==> config.mk <==
export PLATFORM = sky130hd
export DESIGN_NAME = memory_arbiter
export DESIGN_NICKNAME = d
export VERILOG_FILES = /design/src/rtl/memory_arbiter_pkg.sv /design/src/rtl/rr_priority_picker.sv /design/src/rtl/memory_arbiter.sv
export SDC_FILE = /design/constraint.sdc
export NUM_CORES = 1
export LEC_CHECK = 0
export BUFFER_PORTS_ARGS = -buffer_cell sky130_fd_sc_hd__buf_2
export CAP_MARGIN = 10
export CORE_AREA = 2 2 130 132
export DETAILED_ROUTE_END_ITERATION = 10
export DIE_AREA = 0 0 132 134
export PLACE_DENSITY_LB_ADDON = 0.25
export SLEW_MARGIN = 20
export SYNTH_ARGS = -nofsm -noshare
export SYNTH_HDL_FRONTEND = slang
export SYNTH_SLANG_ARGS = --single-unit
==> constraint.sdc <==
create_clock -name i_Clock -period 4.9 [get_ports i_Clock]
set_clock_uncertainty 0.15 [all_clocks]
set_input_delay 0.245 -clock i_Clock [delete_from_list [all_inputs] [get_ports i_Clock]]
set_output_delay 0.245 -clock i_Clock [all_outputs]
set_load 0.1 [all_outputs]
==> src/rtl/memory_arbiter_pkg.sv <==
// memory_arbiter_pkg
//   Shared definitions for the memory arbiter: FSM state encoding and the
//   default values of the arbiter parameters.
package memory_arbiter_pkg;

  localparam int unsigned DEF_NUM_REQ    = 5;
  localparam int unsigned DEF_MEM_ADDR_W = 10;
  localparam int unsigned DEF_HOLD_MAX   = 64;

  typedef enum logic [1:0] {
    IDLE    = 2'd0,
    GRANT   = 2'd1,
    RELEASE = 2'd2
  } state_t;

endpackage

==> src/rtl/rr_priority_picker.sv <==
// rr_priority_picker
//   Purely combinational round-robin search. Starting at i_Ptr and moving
//   upward (wrapping at NUM_REQ), the first requester with its bit set wins.
// Ports:
//   i_Request  NUM_REQ  request vector
//   i_Ptr      PTR_W    index searched first
//   o_Winner   NUM_REQ  one-hot winner (all zero when no request)
module rr_priority_picker
  import memory_arbiter_pkg::*;
#(
  parameter int unsigned NUM_REQ = DEF_NUM_REQ,
  parameter int unsigned PTR_W   = (NUM_REQ > 1) ? $clog2(NUM_REQ) : 1
) (
  input  logic [NUM_REQ-1:0] i_Request,
  input  logic [PTR_W-1:0]   i_Ptr,
  output logic [NUM_REQ-1:0] o_Winner
);

  logic w_Found;

  always_comb begin
    o_Winner = '0;
    w_Found  = 1'b0;
    for (int i = 0; i < NUM_REQ; i++) begin
      if (!w_Found && i_Request[(32'(i_Ptr) + 32'(i)) % NUM_REQ]) begin
        o_Winner[(32'(i_Ptr) + 32'(i)) % NUM_REQ] = 1'b1;
        w_Found = 1'b1;
      end
    end
  end

endmodule

==> src/rtl/memory_arbiter.sv <==
// memory_arbiter
//   Round-robin arbiter giving NUM_REQ requesters (0 = main control unit,
//   1..NUM_REQ-1 = processors) access to one shared memory. IDLE picks a
//   winner, GRANT holds it while its request stays high, RELEASE is a single
//   bus-turnaround cycle before arbitrating again.
//   Optional feature: define MEMORY_ARBITER_TIMEOUT_EN to force a release
//   (with a one-cycle o_Timeout pulse) after HOLD_MAX grant cycles.
// Ports:
//   i_Clock, i_Reset_n        clock, asynchronous active-low reset
//   i_Request/o_Grant         per-requester request, registered one-hot grant
//   i_Address/i_Write_Data/i_Write_Enable  flattened per-requester bus slices
//   o_Memory_Address/o_Memory_Data/o_Write_Enable  granted slice to memory
//   i_Memory_Data/o_Read_Data memory read data, broadcast
//   o_Busy                    any grant held
//   o_Timeout                 pulse on forced release
module memory_arbiter
  import memory_arbiter_pkg::*;
#(
  parameter int unsigned NUM_REQ    = DEF_NUM_REQ,
  parameter int unsigned MEM_ADDR_W = DEF_MEM_ADDR_W,
  parameter int unsigned HOLD_MAX   = DEF_HOLD_MAX
) (
  input  logic                          i_Clock,
  input  logic                          i_Reset_n,
  input  logic [NUM_REQ-1:0]            i_Request,
  output logic [NUM_REQ-1:0]            o_Grant,
  input  logic [NUM_REQ*MEM_ADDR_W-1:0] i_Address,
  input  logic [NUM_REQ*32-1:0]         i_Write_Data,
  input  logic [NUM_REQ-1:0]            i_Write_Enable,
  output logic [MEM_ADDR_W-1:0]         o_Memory_Address,
  output logic [31:0]                   o_Memory_Data,
  output logic                          o_Write_Enable,
  input  logic [31:0]                   i_Memory_Data,
  output logic [31:0]                   o_Read_Data,
  output logic                          o_Busy,
  output logic                          o_Timeout
);

  localparam int unsigned PTR_W = (NUM_REQ > 1) ? $clog2(NUM_REQ) : 1;

  state_t               r_State, w_State_Next;
  logic [NUM_REQ-1:0]   r_Grant, w_Grant_Next;
  logic [PTR_W-1:0]     r_Ptr, w_Ptr_Next;
  logic                 r_Timeout, w_Timeout_Next;
  logic [NUM_REQ-1:0]   w_Winner;
  logic [PTR_W-1:0]     w_Grant_Idx;
  logic [PTR_W-1:0]     w_Ptr_Adv;
  logic                 w_Owner_Req;
  logic                 w_Hold_Max_Hit;

  rr_priority_picker #(
    .NUM_REQ (NUM_REQ),
    .PTR_W   (PTR_W)
  ) u_picker (
    .i_Request (i_Request),
    .i_Ptr     (r_Ptr),
    .o_Winner  (w_Winner)
  );

  // Binary index of the current holder, used to advance the pointer.
  always_comb begin
    w_Grant_Idx = '0;
    for (int i = 0; i < NUM_REQ; i++) begin
      if (r_Grant[i]) w_Grant_Idx = PTR_W'(i);
    end
  end

  assign w_Ptr_Adv   = (w_Grant_Idx == PTR_W'(NUM_REQ - 1)) ? '0 : w_Grant_Idx + PTR_W'(1);
  assign w_Owner_Req = |(i_Request & r_Grant);

`ifdef MEMORY_ARBITER_TIMEOUT_EN
  localparam int unsigned HOLD_W = (HOLD_MAX > 1) ? $clog2(HOLD_MAX) : 1;

  logic [HOLD_W-1:0] r_Hold, w_Hold_Next;

  assign w_Hold_Max_Hit = (r_Hold == HOLD_W'(HOLD_MAX - 1));

  // Counts completed GRANT cycles of the current holder; cleared on leaving GRANT.
  always_comb begin
    w_Hold_Next = '0;
    if (r_State == GRANT && w_State_Next == GRANT) w_Hold_Next = r_Hold + HOLD_W'(1);
  end

  always_ff @(posedge i_Clock or negedge i_Reset_n) begin
    if (!i_Reset_n) r_Hold <= '0;
    else            r_Hold <= w_Hold_Next;
  end
`else
  assign w_Hold_Max_Hit = 1'b0;
`endif

  always_comb begin
    w_State_Next   = r_State;
    w_Grant_Next   = r_Grant;
    w_Ptr_Next     = r_Ptr;
    w_Timeout_Next = 1'b0;
    unique case (r_State)
      IDLE: begin
        w_Grant_Next = '0;
        if (|i_Request) begin
          w_State_Next = GRANT;
          w_Grant_Next = w_Winner;
        end
      end
      GRANT: begin
        if (!w_Owner_Req) begin
          w_State_Next = RELEASE;
          w_Grant_Next = '0;
          w_Ptr_Next   = w_Ptr_Adv;
        end else if (w_Hold_Max_Hit) begin
          w_State_Next   = RELEASE;
          w_Grant_Next   = '0;
          w_Ptr_Next     = w_Ptr_Adv;
          w_Timeout_Next = 1'b1;
        end
      end
      RELEASE: begin
        // Turnaround cycle: pending requests wait for IDLE.
        w_State_Next = IDLE;
        w_Grant_Next = '0;
      end
      default: begin
        w_State_Next = IDLE;
        w_Grant_Next = '0;
      end
    endcase
  end

  always_ff @(posedge i_Clock or negedge i_Reset_n) begin
    if (!i_Reset_n) begin
      r_State   <= IDLE;
      r_Grant   <= '0;
      r_Ptr     <= '0;
      r_Timeout <= 1'b0;
    end else begin
      r_State   <= w_State_Next;
      r_Grant   <= w_Grant_Next;
      r_Ptr     <= w_Ptr_Next;
      r_Timeout <= w_Timeout_Next;
    end
  end

  // AND-OR mux over the one-hot grant; all zero when nothing is granted.
  always_comb begin
    o_Memory_Address = '0;
    o_Memory_Data    = '0;
    o_Write_Enable   = 1'b0;
    for (int i = 0; i < NUM_REQ; i++) begin
      if (r_Grant[i]) begin
        o_Memory_Address = o_Memory_Address | i_Address[i*MEM_ADDR_W +: MEM_ADDR_W];
        o_Memory_Data    = o_Memory_Data | i_Write_Data[i*32 +: 32];
        o_Write_Enable   = o_Write_Enable | i_Write_Enable[i];
      end
    end
    if (r_State != GRANT) o_Write_Enable = 1'b0;
  end

  assign o_Grant     = r_Grant;
  assign o_Busy      = |r_Grant;
  assign o_Read_Data = i_Memory_Data;
  assign o_Timeout   = r_Timeout;

endmodule

# ---- Word level (Yosys, flattened, before mapping)
# Cells that the tools add are included.
dict set report classes {
  add_sub_neg 5
  n_reduce_logical 19
  magnitude_cmp 10
  n_bitwise 18
  mux 56
  div 5
  eq_ne 5
}
# cell n
set op_table {}
lappend op_table {{>= comparator 32 x 1 -> 1 bit, second input constant} 5}
lappend op_table {{less-than comparator 32 x 4 -> 1 bit, second input constant} 5}
lappend op_table {{two-way mux 32 bit} 5}
lappend op_table {{modulo 32 x 3 -> 32 bit, second input constant} 4}
lappend op_table {{bitwise OR 32 bit} 4}
lappend op_table {{two-way mux 10 bit} 5}
lappend op_table {{bitwise OR 10 bit} 4}
lappend op_table {{two-way mux 5 bit} 7}
lappend op_table {{modulo 3 x 3 -> 32 bit, second input constant} 1}
lappend op_table {{two-way mux 1 bit} 21}
lappend op_table {{bitwise OR 5 bit} 4}
lappend op_table {{binary-select mux 1 bit (select 3 bit)} 5}
lappend op_table {{demux 1 bit (select 3 bit)} 5}
lappend op_table {{OR reduction 5 bit} 3}
lappend op_table {{case mux 5 bit (2 select lines)} 1}
lappend op_table {{logical AND 1 bit} 9}
lappend op_table {{adder 3 x 2 -> 4 bit, second input constant} 2}
lappend op_table {{two-way mux 2 bit} 4}
lappend op_table {{two-way mux 3 bit} 2}
lappend op_table {{bitwise AND 5 bit} 1}
lappend op_table {{adder 3 x 1 -> 4 bit, second input constant} 1}
lappend op_table {{adder 3 x 3 -> 4 bit, second input constant} 1}
lappend op_table {{zero test 1 bit} 4}
lappend op_table {{inequality test 2 bit, second input constant} 2}
lappend op_table {{9 further kinds} 13}
dict set report word_totals {
  register_bits 10
  in_bits 254
  output_inout_bits 82
}

# ---- Logic depth before layout (Yosys ltp)
dict set report logic_depth {
  depth_word 18
  ltp_mapped 22
  ltp_nobuf 20
}

# ---- By module
# Synthesis repeated with hierarchy kept, for this count alone.
dict set report hier_totals {
  cells_unflattened 586
  hier_area_um2 4108.9
}
# mod instances area_each_um2 cells_per_inst
set by_module_without_submodules {}
lappend by_module_without_submodules {rr_priority_picker 1 2388.5 359}
lappend by_module_without_submodules {memory_arbiter 1 1720.4 227}

# ---- Worst setup path after synthesis
# OpenSTA, ideal clock, no wires.
dict set report synth_path {
  path_type {reg-to-reg}
  start {register r_Ptr[0]}
  end {register r_Grant[0], in the netlist o_Grant[0]}
  synth_period_minus_slack_ns 4.926
  path_buffers 2
  stages_incl_launch_ff 23
  arrival_time_ns 4.689
  setup_slack_ns -0.026
  setup_ns 0.087
  cell_sequence {dfrtp_1 > buf_4 > clkinv_1 > clkbuf_1 > ha_1 > inv_1 > ha_1 > inv_1 > ha_1 > or3_1 > nand3_1 > and2_1 > inv_1 > ha_1 > inv_1 > nor2_1 > a2bb2oi_2 > or4_1 > o311ai_0 > a22oi_1 > nor4b_4 > nand2b_1 > o211ai_1}
}
dict set report synth_between {
  elab_chain_cells 18
}
# item line
set synth_lines {}
lappend synth_lines {{from (decl)} memory_arbiter.sv:43} ;# logic [PTR_W-1:0] r_Ptr, w_Ptr_Next;
lappend synth_lines {{from (signal assigned)} memory_arbiter.sv:138} ;# r_Ptr <= w_Ptr_Next;
lappend synth_lines {{parallel branches: the longest is 15 deep, another holds modulo 32 x 3 -> 32 bit} n/a}
lappend synth_lines {{two-way mux 5 bit (*)} rr_priority_picker.sv:25} ;# if (!w_Found && i_Request[(32'(i_Ptr) + 32'(i)) % NUM_REQ]) begin
lappend synth_lines {{two-way mux 5 bit (*)} memory_arbiter.sv:100} ;# if (|i_Request) begin
lappend synth_lines {{case mux 5 bit (2 select lines) (*)} memory_arbiter.sv:97} ;# unique case (r_State)
lappend synth_lines {{to (signal assigned)} memory_arbiter.sv:137} ;# r_Grant <= w_Grant_Next;
lappend synth_lines {{to (decl)} memory_arbiter.sv:42} ;# logic [NUM_REQ-1:0] r_Grant, w_Grant_Next;
# Mark *: on every way between the ends. The select of a mux whose other input is x is not followed.
# A chain may end at the register's enable or synchronous reset.

# ---- Worst setup path after layout
dict set report layout_path {
  start {register r_Ptr[1]}
  end {register r_Grant[0], in the netlist o_Grant[0]}
}
# The elaborated chain is that of the path after synthesis.

==> summary.md <==
| Metric | Value |
|---|---|
| Reported max-cap violation count | 0 |
| Mapped Cells | 545 |
| Asr flop ratio synth | 100% |
| Setup slack of the worst register-to-register path | 450 ps |
| Number of gates resized after CTS | 0 |
| Vias | 5,492 |
| Global-route wire length before repair | 32,300 µm |
| Static leakage power | 2.66 nW |
| Largest driver fanout on the critical path | 8 |
| RR Startpoint | r_Ptr[1] |
| Clock transition at path regs | 50 ps |
| Mapped Area | 3830 µm² |
| Endpoint kind of the worst setup timing path | flip-flop |
| Count of pins over their slew limit | 0 |
| Number of global-route vias before repair | 4,766 |
| Peak clock frequency supported by timing | 225 MHz |
| Total count of hold-check failures in the final report | 0 |
| Deepest level of the CTS H-tree | 1 |
| Antenna viol nets, final | 0 |
| Sequential area share after synthesis | 6.53% |
| Crit path from | r_Ptr[1] |
| Leftover overflow at the end of global routing | 0 |
| Total global routing track utilization | 24.2% |
| Syn Nets | 829 |
| Filler instances | 1,836 |
| Number of cell rows | 47 |
| IO buf count | 270 |
| TritonCTS clock tree | built |
| Mean routed wirelength per cell | 23.6 µm |
| Share of post-route cells with drive strength above 1 | 40.7% |
| Type of the worst setup path | reg2reg |
| Maximum number of pins on one net before global-route repair | 53 |
| RSZ-0062 raised after global routing | no |
| Destination of the worst register-to-register timing path | o_Grant[0] |
| Number of synthesized register bits | 10 |
| Number of warnings issued by yosys | 0 |
| CTS root buffer | sky130_fd_sc_hd__clkbuf_16 |
| RePlAce Congestion | 0.950 |
| Count leader, synth | sky130_fd_sc_hd__nand2_1 |
| Final period util | 90.8% |
| Half-perimeter wire length of the detailed placement result | 19,600 µm |
| Synth unique cells | 73 |
| Worst reg-to-reg path cell count | 19 |
| Shortest period the worst path allows | 4450 ps |
| Synthesis-to-finish area growth | 37.4% |
| P per Cell Area | 731 nW/µm² |
| Number of flops mapped to enable cells by yosys | 0 |
| Number of CTS-inserted buffers | 3 |
| Num Clock Sinks | 10 |
| Number of vias per cell after detailed routing | 5.59 |
| Remaining design rule violation count | 0 |
| Final TNS setup | 0 ps |
| Core area | 16,300 µm² |
| Cell types with the highest counts after synthesis | 79 x sky130_fd_sc_hd__nand2_1, 47 x sky130_fd_sc_hd__a22oi_1, 44 x sky130_fd_sc_hd__a222oi_1 |
| Cell taking the most area after synthesis | sky130_fd_sc_hd__a222oi_1 |
| Endpoint of the worst setup timing path | o_Grant[0] |
| Worst hold slack after final layout | 231 ps |
| DIE WIDTH | 132 µm |
| Proportion of netlist area held by the largest area contributor | 11.5% |
| Floorplan die area | 17,700 µm² |
| Post-detailed-routing wire length | 23,200 µm |
| Total Nets Final | 1,046 |
| Cells taking the most area after synthesis | sky130_fd_sc_hd__a222oi_1 11%, sky130_fd_sc_hd__ha_1 9.8%, sky130_fd_sc_hd__a22oi_1 9.2%, sky130_fd_sc_hd__nand2_1 7.7%, sky130_fd_sc_hd__buf_4 6.9% |
| Worst path arrival time | 4450 ps |
| Drt initial violations | 683 |
| Kind of path behind the tightest hold check | in2reg |
| Post-layout utilization of the core | 32.3% |
| First-pass detailed-route iteration total | 8 |
| Final count of negative-setup-slack endpoints | 0 |
| Maximum vdd drop | 0.000643 V |
| Status | finished clean |
| Die extent in y | 134 µm |
| Max_slew headroom | 37.4% |
| Data required time of the worst path | 4900 ps |
| Top-level port count | 336 |
| Mean post-synth cell area | 7.04 µm² |
| Initial standard-cell utilization of the core | 23.5% |
| Worst-Skew Late Latency | 240 ps |
| Number of antenna violations at the first check in global routing | 2 |
| Longest Clk Path Bufs | 2 |
| Critical path startpoint category | flip-flop |
| Slew @ Worst Pin | 940 ps |
| Dominant register cell in the synthesized netlist | sky130_fd_sc_hd__dfrtp_1 |
layout by cell type, fill, tap and decap left out, types with 3 or more instances in the layout:
cell type / n
sky130_fd_sc_hd__a211o_1: 4
sky130_fd_sc_hd__a2111oi_0: 3
sky130_fd_sc_hd__clkbuf_16: 3
sky130_fd_sc_hd__nor3_1: 15
sky130_fd_sc_hd__nand4_1: 4
sky130_fd_sc_hd__o2111ai_1: 3
sky130_fd_sc_hd__and3_1: 4
sky130_fd_sc_hd__dfrtp_1: 9
sky130_fd_sc_hd__a31oi_1: 8
sky130_fd_sc_hd__nand2b_1: 10
sky130_fd_sc_hd__nand2_1: 79
sky130_fd_sc_hd__a21o_1: 4
sky130_fd_sc_hd__buf_2: 270
sky130_fd_sc_hd__inv_1: 23
sky130_fd_sc_hd__o22ai_1: 6
sky130_fd_sc_hd__a21oi_1: 15
sky130_fd_sc_hd__nand3_1: 10
sky130_fd_sc_hd__nor2b_1: 4
sky130_fd_sc_hd__o21ai_0: 22
sky130_fd_sc_hd__nand4b_1: 3
sky130_fd_sc_hd__o31ai_1: 6
sky130_fd_sc_hd__o21a_1: 3
sky130_fd_sc_hd__nor2_1: 26
sky130_fd_sc_hd__ha_1: 30
sky130_fd_sc_hd__nand3b_1: 5
sky130_fd_sc_hd__mux2i_1: 8
sky130_fd_sc_hd__a211oi_1: 3
sky130_fd_sc_hd__o311ai_0: 4
sky130_fd_sc_hd__a22oi_1: 47
sky130_fd_sc_hd__a32oi_1: 3
sky130_fd_sc_hd__o211ai_1: 6
sky130_fd_sc_hd__buf_4: 19
sky130_fd_sc_hd__xnor2_1: 7
sky130_fd_sc_hd__a222oi_1: 44
where the power goes:
| group | switching (mW) | total (mW) | internal [mW] |
|---|---|---|---|
| clock network | 0.0463 | 0.156 | 0.110 |
| registers | 0.0608 | 0.168 | 0.107 |
| logic | 2.53 | 3.52 | 0.999 |
metal layers:
| layer | track usage, % | routed length (µm) |
|---|---|---|
| met4 | 3.44 | 302 |
| met3 | 8.43 | 3090 |
| met2 | 36.1 | 9910 |
| met1 | 34.4 | 9910 |
| met5 | 0 | 0 |
how the worst min path moves through the flow:
stage / start / to / slack (ps) / cells past startpoint
after floorplan: i_Reset_n / o_Grant[0] / -200 / 0
after global placement: i_Reset_n / r_State[0] / -10 / 1
after detailed placement: i_Reset_n / r_State[0] / -20 / 1
after CTS: i_Request[0] / o_Grant[0] / 240 / 3
after global routing: i_Request[0] / o_Grant[0] / 250 / 3
final: i_Request[0] / o_Grant[0] / 230 / 3
flip-flops by register name, summed over array words and instances, names as in the netlist:
name and flops:
o_Grant 5, r_State 2, r_Ptr 3
cell type report:
| class | instances | area [µm²] | share of cell area (%) |
|---|---|---|---|
| multi-input cells | 432 | 3060 | 58.1 |
| repair buffers | 290 | 1500 | 28.6 |
| well taps | 220 | 275 | 5.23 |
| flip-flops and latches | 10 | 251 | 4.77 |
| inverters | 25 | 93.8 | 1.78 |
| clock buffers | 4 | 78.8 | 1.50 |
| diodes | 2 | 5.00 | 0.0950 |
logic make-up (layout without fill, tap and decap cells):
group,count (synthesis),in the layout,share of synthesized area (%)
AOI/OAI and AO/OA,204,204,41.9
xor gates and xnor gates,9,9,2.25
adders and majority gates,30,30,9.79
buffers and inverters,103,319,13.7
DFF,10,10,6.53
muxes,9,9,2.38
other,1,3,0.0978
and+or+nand+nor,179,179,23.4
through the flow:
stage	cells	worst slack (ps)	power, mW	area (µm²)
after detailed placement	976	480	3.63	5170
after CTS	981	471	3.80	5260
after global placement	976	594	3.65	5170
after floorplan	545	124	2.89	3840
after global routing	982	49.7	4.09	5270
final	983	452	3.85	5270
what timing repair did:
action | in CTS | in global routing
buffers inserted | 0 | 0
hold buffers | 1 | 0
hold endpoints to repair | 10 | 0
critical path, stage by stage, from the launching register on:
cell and delay (ps):
sky130_fd_sc_hd__dfrtp_1 370, sky130_fd_sc_hd__inv_1 70, sky130_fd_sc_hd__ha_1 160, sky130_fd_sc_hd__inv_1 60, sky130_fd_sc_hd__ha_1 300, sky130_fd_sc_hd__inv_1 70, sky130_fd_sc_hd__ha_1 200, sky130_fd_sc_hd__or3_1 400
sky130_fd_sc_hd__nand3_1 120, sky130_fd_sc_hd__and2_1 230, sky130_fd_sc_hd__inv_1 100, sky130_fd_sc_hd__ha_1 230, sky130_fd_sc_hd__nor2_1 180, sky130_fd_sc_hd__a2bb2oi_2 310, sky130_fd_sc_hd__nand2_1 110, sky130_fd_sc_hd__o311ai_0 390
sky130_fd_sc_hd__a22oi_1 190, sky130_fd_sc_hd__nor4b_4 370, sky130_fd_sc_hd__nand2b_1 130, sky130_fd_sc_hd__o211ai_1 210
Note: power is estimated with default switching activity, not from simulation.
